$ cat config.mk
export PLATFORM = sky130hd
export DESIGN_NAME = spu_ldst_reqq
export DESIGN_NICKNAME = d
export VERILOG_FILES = /design/src/rtl/spu_reqq_pkg.sv /design/src/rtl/spu_reqq_fifo.sv /design/src/rtl/spu_ldst_reqq.sv
export SDC_FILE = /design/constraint.sdc
export NUM_CORES = 1
export LEC_CHECK = 0
export CORE_ASPECT_RATIO = 0.5
export CORE_MARGIN = 10
export CORE_UTILIZATION = 42
export CTS_CLUSTER_SIZE = 8
export DETAILED_ROUTE_END_ITERATION = 10
export PLACE_DENSITY = 0.82
export SLEW_MARGIN = 10
export SYNTH_ARGS = -nofsm -noshare
export SYNTH_HDL_FRONTEND = slang
export SYNTH_SLANG_ARGS = --single-unit
$ cat constraint.sdc
create_clock -name rclk -period 12.7 [get_ports rclk]
set_input_delay 3.175 -clock rclk [delete_from_list [all_inputs] [get_ports rclk]]
set_output_delay 3.175 -clock rclk [all_outputs]
set_load 0.02 [all_outputs]
$ cat src/rtl/spu_reqq_pkg.sv
// rtl/spu_reqq_pkg.sv - shared constants, entry layout and PCX formatter for the SPU ld/st request queue
package spu_reqq_pkg;

    localparam logic [4:0] RQ_LOAD  = 5'b00000;
    localparam logic [4:0] RQ_STORE = 5'b00001;

    localparam int PCX_W       = 123;
    localparam int PCX_VLD     = 122;
    localparam int PCX_RQ_HI   = 121;
    localparam int PCX_RQ_LO   = 117;
    localparam int PCX_NC      = 116;
    localparam int PCX_CPU_HI  = 115;
    localparam int PCX_CPU_LO  = 113;
    localparam int PCX_TID_HI  = 112;
    localparam int PCX_TID_LO  = 111;
    localparam int PCX_ADDR_HI = 103;
    localparam int PCX_ADDR_LO = 64;
    localparam int PCX_DATA_HI = 63;
    localparam int PCX_DATA_LO = 0;

    localparam logic [1:0] ST_IDLE     = 2'd0;
    localparam logic [1:0] ST_ISSUE    = 2'd1;
    localparam logic [1:0] ST_WAIT_ACK = 2'd2;

    typedef struct packed {
        logic        st;
        logic [1:0]  tid;
        logic [39:0] addr;
        logic [63:0] data;
    } reqq_entry_t;

    localparam int ENTRY_W = $bits(reqq_entry_t);

    // Address bits [2:0] are carried in the entry but always zeroed on the wire
    function automatic logic [PCX_W-1:0] pcx_format(input reqq_entry_t e, input logic [2:0] cpuid);
        logic [PCX_W-1:0] p;
        p                              = '0;
        p[PCX_VLD]                     = 1'b1;
        p[PCX_RQ_HI:PCX_RQ_LO]         = e.st ? RQ_STORE : RQ_LOAD;
        p[PCX_NC]                      = 1'b1;
        p[PCX_CPU_HI:PCX_CPU_LO]       = cpuid;
        p[PCX_TID_HI:PCX_TID_LO]       = e.tid;
        p[PCX_ADDR_HI:PCX_ADDR_LO]     = {e.addr[39:3], e.addr[2:0] & 3'b000};
        p[PCX_DATA_HI:PCX_DATA_LO]     = e.st ? e.data : 64'd0;
        return p;
    endfunction

endpackage

$ cat src/rtl/spu_reqq_fifo.sv
// rtl/spu_reqq_fifo.sv - DEPTH x W request storage with wrap-around pointers and occupancy count
module spu_reqq_fifo #(
    parameter int DEPTH = 2,
    parameter int W     = 107,
    parameter int CW    = $clog2(DEPTH + 1)
) (
    input  logic          clk_i,
    input  logic          rst_n_i,
    input  logic          push_i,
    input  logic          pop_i,
    input  logic [W-1:0]  wdata_i,
    output logic [W-1:0]  rdata_o,
    output logic          push_acc_o,
    output logic          full_o,
    output logic          empty_o,
    output logic [CW-1:0] count_o
);

    localparam int PW = $clog2(DEPTH);

    logic [W-1:0]  mem_q [DEPTH];
    logic [PW-1:0] wr_ptr_q, rd_ptr_q;
    logic [CW-1:0] cnt_q;
    logic          pop_ok;

    assign full_o     = (cnt_q == CW'(DEPTH));
    assign empty_o    = (cnt_q == '0);
    assign count_o    = cnt_q;
    assign pop_ok     = pop_i && !empty_o;
    // A simultaneous pop frees the slot, so a push into a full queue is still taken
    assign push_acc_o = push_i && (!full_o || pop_ok);
    assign rdata_o    = mem_q[rd_ptr_q];

    always_ff @(posedge clk_i or negedge rst_n_i) begin
        if (!rst_n_i) begin
            wr_ptr_q <= '0;
            rd_ptr_q <= '0;
            cnt_q    <= '0;
        end else begin
            if (push_acc_o) wr_ptr_q <= wr_ptr_q + PW'(1);
            if (pop_ok)     rd_ptr_q <= rd_ptr_q + PW'(1);
            cnt_q <= cnt_q + CW'(push_acc_o) - CW'(pop_ok);
        end
    end

    always_ff @(posedge clk_i) begin
        if (push_acc_o) mem_q[wr_ptr_q] <= wdata_i;
    end

endmodule

$ cat src/rtl/spu_ldst_reqq.sv
// rtl/spu_ldst_reqq.sv - SPU ld/st request queue and PCX issue FSM; watchdog under SPU_REQQ_WATCHDOG_EN
module spu_ldst_reqq
    import spu_reqq_pkg::*;
#(
    parameter int DEPTH = 2,
    parameter int CNT_W = 8
) (
    input  logic              rclk,
    input  logic              reset_l,
    input  logic              spu_req_vld,
    input  logic              spu_req_st,
    input  logic [1:0]        spu_req_tid,
    input  logic [39:0]       spu_req_addr,
    input  logic [63:0]       spu_req_data,
    input  logic [2:0]        const_cpuid,
    input  logic              lsu_spu_ldst_ack,
    output logic              spu_reqq_full,
    output logic              spu_reqq_empty,
    output logic [PCX_W-1:0]  spu_ldstreq_pcx,
    output logic              spu_wen_pcx_wen,
    output logic              spu_wen_pcx_7170_sel,
    output logic              spu_reqq_timeout
);

    localparam int CW = $clog2(DEPTH + 1);

    logic [1:0]    state_q, state_d;
    reqq_entry_t   wr_entry, head_entry;
    logic [ENTRY_W-1:0] head_bits;
    logic          fifo_empty, fifo_full, push_acc, pop;
    logic [CW-1:0] fifo_count;

    assign wr_entry = '{st: spu_req_st, tid: spu_req_tid, addr: spu_req_addr, data: spu_req_data};
    assign pop      = (state_q == ST_WAIT_ACK) && lsu_spu_ldst_ack;

    spu_reqq_fifo #(.DEPTH(DEPTH), .W(ENTRY_W), .CW(CW)) u_fifo (
        .clk_i      (rclk),
        .rst_n_i    (reset_l),
        .push_i     (spu_req_vld),
        .pop_i      (pop),
        .wdata_i    (wr_entry),
        .rdata_o    (head_bits),
        .push_acc_o (push_acc),
        .full_o     (fifo_full),
        .empty_o    (fifo_empty),
        .count_o    (fifo_count)
    );

    assign head_entry = reqq_entry_t'(head_bits);

    // Incoming pushes are counted so a fresh request issues on the very next cycle
    always_comb begin
        state_d = state_q;
        case (state_q)
            ST_IDLE:     if (!fifo_empty || push_acc) state_d = ST_ISSUE;
            ST_ISSUE:    state_d = ST_WAIT_ACK;
            ST_WAIT_ACK: if (lsu_spu_ldst_ack)
                             state_d = (fifo_count > CW'(1) || push_acc) ? ST_ISSUE : ST_IDLE;
            default:     state_d = ST_IDLE;
        endcase
    end

    always_ff @(posedge rclk or negedge reset_l) begin
        if (!reset_l) state_q <= ST_IDLE;
        else          state_q <= state_d;
    end

    assign spu_reqq_full        = fifo_full;
    assign spu_reqq_empty       = fifo_empty && (state_q == ST_IDLE);
    assign spu_ldstreq_pcx      = fifo_empty ? '0 : pcx_format(head_entry, const_cpuid);
    assign spu_wen_pcx_wen      = (state_q == ST_ISSUE);
    assign spu_wen_pcx_7170_sel = (state_q == ST_ISSUE);

`ifdef SPU_REQQ_WATCHDOG_EN
    logic [CNT_W-1:0] wd_cnt_q, wd_cnt_d;
    logic             timeout_q, timeout_d;

    always_comb begin
        wd_cnt_d  = wd_cnt_q;
        timeout_d = timeout_q | (wd_cnt_q == '1);
        if (state_q == ST_ISSUE)
            wd_cnt_d = '0;
        else if (state_q == ST_WAIT_ACK && wd_cnt_q != '1)
            wd_cnt_d = wd_cnt_q + CNT_W'(1);
    end

    always_ff @(posedge rclk or negedge reset_l) begin
        if (!reset_l) begin
            wd_cnt_q  <= '0;
            timeout_q <= 1'b0;
        end else begin
            wd_cnt_q  <= wd_cnt_d;
            timeout_q <= timeout_d;
        end
    end

    assign spu_reqq_timeout = timeout_q;
`else
    // No watchdog in this build; CNT_W < 1 is never a legal width, so this is constant 0
    assign spu_reqq_timeout = (CNT_W < 1);
`endif

endmodule
==> metrics.md, run 1 <==
| Metric | Value |
|---|---|
| Cells after Synth | `just under 500` |
| Net Switching | `around 1.0 mW` |
| Count of different cell masters after synthesis | `26` |
| # placed instances | `~960` |
| HP Class | `reg -> reg` |
| Worst-Skew Late Latency | `around 0.53 ns` |
| Core area | `19,500 µm²` |
| Most frequent cell after synthesis | `edfxtp_1` |
| Initial core utilization | `42.7%` |
| Gate power share | `between 30% and 40%` |
| Setup Fix Bufs, Post-CTS | `0` |
| MaxCap Viol Count | `0` |
| Clk slew on worst S/H paths | `about 0.050 ns` |
| Final setup fails | `0` |
| Placed cell area | `approximately 11,000 µm²` |
| CTS Buf Count | `30` |
| RSZ-0062 raised after global routing | `false` |
| I/O Buffers | `between 200 and 250` |
| Syn Area/Cell | `16.9 µm²` |
| Site row count | `36` |
| Yosys warnings | `0` |
| Synth top area share | `about three quarters` |
| Post-synth EDFFs | `208` |
| Die X | `approximately 220 µm` |
| Outcome | `finished clean` |
| Clk pwr share | `roughly a quarter` |
| Via count | `~4,800` |
| GP Congestion | `roughly 0.78` |
| Hpwl dp | `roughly 13 mm` |
| CTS tree | `done` |
| Static leakage | `~4.2 nW` |
| Die Y-Extent | `about 120 µm` |
| PostCTS Resize Cnt | `0` |
| Final Util | `between 50% and 60%` |
| Hold slack final | `0.504 ns` |
| Drt pass-1 iters | `4` |
| Post-CTS Hold Buffers | `0` |
| Ys async rst share | `under 10%` |
| Worst Path Class, Setup | `in -> out` |
| Fraction of layout cells with a size suffix above 1 | `under 10%` |
| DRC viols | `0` |
| Largest net degree at the start of global routing | `66` |
| Sum of negative setup slack | `0 ns` |
| Maximum clock rate | `around 0.13 GHz` |
| Die Area | `around 26,000 µm²` |
| Register bit count reported by yosys | `roughly 210` |
| Seq/Total Area, Yosys | `77.0%` |
| Slew headroom | `about 34%` |
| Synth top area cells | `edfxtp_1 (75%), mux2i_1 (12%), nor2_1 (4.7%)` |
| Vias in the first global route | `~5,000` |
| Worst setup EP type | `output port` |
| Synth Flop Type | `edfxtp_1` |
| Power Total | `a little under 3 mW` |
| I/O Pins | `between 200 and 250` |
| Synth Cell Area | `around 8300 µm²` |
| Crit path time final | `between 7 and 8 ns` |
| Post-place setup slack | `5.16 ns` |
| First-pass GRT wire length | `about 30 mm` |
| Critical path launch point type | `input port` |
| Drt initial violations | `310` |
| Final instance area | `11,600 µm²` |
| Grt total ovfl | `0` |
| Hold Violations, Final | `0` |
| CTS sink count | `~210` |
| Routed Antenna Nets | `0` |
| Arrival time worst endpoint | `around 4.4 ns` |
| Total GRT Usage | `approximately 15%` |
| Setup Skew | `roughly 0.019 ns` |
| H-tree depth | `1` |
| Final worst setup slack | `5.17 ns` |
| Slew @ Worst Pin | `roughly 1 ns` |
| Routed length per instance | `20.0 µm` |
| Routed wire length | `between 20 and 25 mm` |
| Crit-path max FO | `1` |
| Worst Path Required | `around 9.5 ns` |
| Layout area overhead | `39.4%` |
| Synth top cells by count | `edfxtp_1 (208), nor2_1 (105), mux2i_1 (103), buf_4 (22), buf_2 (8)` |
| Via density | `4.73` |
| Part of the power in registers | `35.8%` |
| Synth area leader | `edfxtp_1` |
| Final cell count without fillers | `between 1,000 and 1,500` |
| Initial antenna violation count | `2` |
| Cell Pwr Density | `around 260 nW/µm²` |
| Max clock buf depth | `3` |
| Cell internal pwr | `roughly 1.9 mW` |
| VDD IR-drop max | `around 0.16 mV` |
| Sw Ratio | `between 30 and 40%` |
| Final Max Tran Viols | `0` |
| Nets | `841` |
| Final worst path period share | `59.3%` |
| CTS Root Cell | `clkbuf_16` |
## area by class of cell
cell class / instances / area, µm²
fill: 1451 / 7880
multi-input combinational: 246 / 1670
timing repair buffer: 229 / 2280
tap: 266 / 333
sequential: 214 / 6400
antenna: 2 / 5.00
inverter: 4 / 15.0
clock buffer: 56 / 880
## power groups by stage
| stage | clock network, mW | logic, mW | registers (mW) |
|---|---|---|---|
| final | 0.731 | 1.17 | 1.06 |
| after global routing | 0.787 | 1.24 | 1.07 |
| after CTS | 0.751 | 1.19 | 1.06 |
| after detailed placement | 0 | 1.18 | 1.07 |
| after global placement | 0 | 1.16 | 1.06 |
| after floorplan | 0 | 0.710 | 1.04 |
## cell families (layout without fill, tap and decap cells)
kind of cell / Yosys count / after routing / synth area share [%]
flip-flops: 214 / 214 / 77.0
AND/OR/NAND/NOR: 117 / 117 / 5.62
multiplexers: 104 / 104 / 12.6
buffers and inverters: 44 / 289 / 3.74
AO/OA/AOI/OAI: 4 / 4 / 0.301
XOR/XNOR: 4 / 4 / 0.422
adder cells (fa/ha/maj): 2 / 2 / 0.301
other: 1 / 17 / 0.0452
## critical path, stage by stage
cell and delay, ns:
clkdlybuf4s50_1 0.44, and2_1 0.11, clkdlybuf4s50_1 0.62
## cell usage in the layout (no fill, tap or decap), drive strengths merged, types with 4 or more instances in the layout
master           n
edfxtp         208
conb            15
inv              4
clkbuf          56
mux2i          103
buf              6
and2             4
nor2           105
dfrtp            6
clkdlybuf4s50  223
## sequential cells by signal, summed over array words and instances, names as in the netlist
signal and flops:
u_fifo.rd_ptr_q 1, u_fifo.mem_q 208, state_q 2, u_fifo.wr_ptr_q 1
u_fifo.count_o 2
## worst paths after layout
path	startpoint	endpoint	slack (ns)	cells past startpoint
min in group asynchronous	reset_l	u_fifo.wr_ptr_q	2.89	1
max in group asynchronous	reset_l	u_fifo.rd_ptr_q	9.54	1
hold / removal	state_q[0]	state_q[0]	0.50	1
setup reg to reg	state_q[0]	u_fifo.mem_q[1][28]	9.84	4
hold reg to reg	state_q[0]	state_q[0]	0.50	1
setup / recovery	const_cpuid[2]	spu_ldstreq_pcx[115]	5.17	3
## layer usage
metal  routed length, µm  global-route usage, %  up-vias
li1                    -                      -     2249
met1                7490                   15.7     2378
met2               11300                   27.7      137
met3                 856                   2.65       42
met4                 654                   6.64        0
met5                   0                      0        -
No activity file was read; power rests on OpenSTA's default activity.
==> run 2, diff against run 1 <==
==> constraint.sdc (replaced) <==
create_clock -name rclk -period 7.7 [get_ports rclk]
set_input_delay 1.925 -clock rclk [delete_from_list [all_inputs] [get_ports rclk]]
set_output_delay 1.925 -clock rclk [all_outputs]
set_load 0.02 [all_outputs]
==> metrics.md, run 2 (synthesis gave the netlist of run 1 again) <==
| Metric | Value |
|---|---|
| CP delay by family, top | `buffers and inverters` |
| Slew headroom | `15.6% (-18 points)` |
| Max clock buf depth | `3 (unchanged)` |
| CTS Buf Count | `30 (unchanged)` |
| I/O Buffers | `223 (unchanged)` |
| Drt pass-1 iters | `4 (unchanged)` |
| Via density | `4.77 (+0.85%)` |
| Worst Path Class, Setup | `reg -> out` |
| Largest net degree at the start of global routing | `69 (+4.5%)` |
| H-tree depth | `1 (unchanged)` |
| Drt initial violations | `240 (-23%)` |
| VDD IR-drop max | `0.192 mV (+20%)` |
| CP Buf/Inv Count | `2 (unchanged)` |
| Fraction of layout cells with a size suffix above 1 | `5.87% (unchanged)` |
| Part of the power in registers | `35.4% (-0.4 points)` |
| Most frequent cells in the layout | `clkdlybuf4s50_1 (223), edfxtp_1 (208), nor2_1 (104)` |
| Routed length per instance | `20.3 µm (+1.3%)` |
| Gate power share | `39.7% (+0.2 points)` |
| Worst path slowest cell | `buf_4` |
| Most flop-heavy register | `u_fifo.mem_q` |
| Arrival time worst endpoint | `3.54 ns (-0.81 ns)` |
| Final cell count without fillers | `1,016 (-0.098%)` |
| Hold Violations, Final | `0 (unchanged)` |
| Most common library cell in the layout ignoring fill and taps | `clkdlybuf4s50_1` |
| Critical path's largest stage delay | `0.92 ns (+0.30 ns)` |
| Final worst path period share | `71.0%` |
| Clk slew on worst S/H paths | `0.05 ns (about the same)` |
| Initial core utilization | `42.7% (unchanged)` |
| Net Switching | `1.68 mW (+65%)` |
| Final setup fails | `0 (unchanged)` |
| HP Class | `reg -> reg` |
| RR Startpoint | `state_q[0]` |
| CTS Root Cell | `clkbuf_16` |
| DRC viols | `0 (unchanged)` |
| Worst-Skew Late Latency | `0.53 ns (about the same)` |
| Critical path launch point type | `flip-flop` |
| RSZ-0062 raised after global routing | `false` |
| Clk pwr share | `24.9% (+0.2 points)` |
| Sum of negative setup slack | `0 ns (unchanged)` |
| Cell Pwr Density | `422 nW/µm² (+65%)` |
| Worst setup EP type | `output port` |
| Setup Fix Bufs, Post-CTS | `0 (unchanged)` |
| GP Congestion | `0.753 (-3.5%)` |
| Grt total ovfl | `0 (unchanged)` |
| Die Y-Extent | `119 µm (unchanged)` |
| Cell internal pwr | `3.20 mW (+65%)` |
| # placed instances | `959 (unchanged)` |
| Hpwl dp | `13.6 mm (+2.5%)` |
| I/O Pins | `242 (unchanged)` |
| Nets | `841 (unchanged)` |
| Static leakage | `4.23 nW (unchanged)` |
| Setup Skew | `0.0157 ns (-0.00302 ns)` |
| Routed Antenna Nets | `0 (unchanged)` |
| Crit-path max FO | `68 (+67)` |
| Core area | `19,500 µm² (unchanged)` |
| CP Launch Point | `u_fifo.rd_ptr_q` |
| Post-CTS Hold Buffers | `0 (unchanged)` |
| Sw Ratio | `34.5% (-0.038 points)` |
| CTS sink count | `214 (unchanged)` |
| Fillers | `1,467 (+1.1%)` |
| Die X | `219 µm (unchanged)` |
| Die Area | `26,100 µm² (unchanged)` |
| Worst Path Required | `5.78 ns (-3.74 ns)` |
| First-pass GRT wire length | `30.4 mm (+1.7%)` |
| CTS tree | `done` |
| Slew @ Worst Pin | `1.27 ns (+0.275 ns)` |
| Routed wire length | `20.6 mm (+1.2%)` |
| MaxCap Viol Count | `0 (unchanged)` |
| HP Start | `state_q[0]` |
| Vias in the first global route | `5,132 (+2.3%)` |
| Total GRT Usage | `14.9% (+0.23 points)` |
| Crit path time final | `between 5 and 6 ns` |
| Maximum clock rate | `between 0.15 and 0.2 GHz` |
| Via count | `4,842 (+0.75%)` |
| Initial antenna violation count | `1 (-1)` |
| Flip-flop count of the largest register after layout | `208 (unchanged)` |
| Worst-path cell chain | `buf_4 -> mux2i_1 -> nor2_1 -> clkdlybuf4s50_1` |
| Site row count | `36 (unchanged)` |
| Outcome | `finished clean` |
| Final Max Tran Viols | `0 (unchanged)` |
| Layout area overhead | `39.4% (about the same)` |
| PostCTS Resize Cnt | `0 (unchanged)` |
run 2: cell types whose count changed in the layout (fill, tap and decap cells not counted), sizes merged:
cell,change
diode,-1
run 2: cell type report:
cell class	instances	area [µm²]	share of cell area, %
repair buffers	229	2280	19.7
diodes	1	2.50	0.0216
inverters	4	15.0	0.130
clock buffers	56	880	7.60
well taps	266	333	2.88
multi-input cells	246	1670	14.4
flip-flops and latches	214	6400	55.3
run 2: layer usage:
| layer | vias up | track usage (%) | wire [µm] |
|---|---|---|---|
| li1 | 2249 | - | - |
| met1 | 2430 | 15.7 | 7380 |
| met5 | - | 0 | 0 |
| met2 | 116 | 28.8 | 11600 |
| met3 | 47 | 2.37 | 866 |
| met4 | 0 | 6.42 | 710 |
run 2: worst paths after layout:
check / end / slack [ns] / cells after the start
worst min-delay path: state_q[0] / 0.51 / 1
worst max-delay path: spu_ldstreq_pcx[98] / 2.23 / 4
min in group asynchronous: u_fifo.count_o[0] / 1.65 / 1
max in group asynchronous: u_fifo.rd_ptr_q / 5.79 / 1
worst max register to register: u_fifo.mem_q[0][23] / 4.80 / 5
worst min register to register: state_q[0] / 0.51 / 1
run 2: power groups by stage:
| stage | Sequential, mW | Clock [mW] | Combinational (mW) |
|---|---|---|---|
| finish | 1.73 | 1.21 | 1.94 |
| global route | 1.75 | 1.30 | 2.06 |
| CTS | 1.73 | 1.24 | 1.97 |
| detailed placement | 1.75 | 0 | 1.95 |
| global placement | 1.73 | 0 | 1.94 |
| floorplan | 1.71 | 0 | 1.17 |
run 2: through the flow:
stage | hold slack, ns | total power [mW] | area [µm²] | util [%] | setup WS [ns]
2_1_floorplan | 0.448 | 2.88 | 8360 | - | 0.205
3_3_place_gp | 0.467 | 3.67 | 10700 | 54.9 | 2.69
3_5_place_dp | 0.495 | 3.71 | 10700 | 54.9 | 2.66
4_1_cts | 0.504 | 4.95 | 11600 | 59.5 | 2.17
5_1_grt | 0.526 | 5.11 | 11600 | 59.5 | 2.07
6_report | 0.511 | 4.88 | 11600 | 59.5 | 2.23
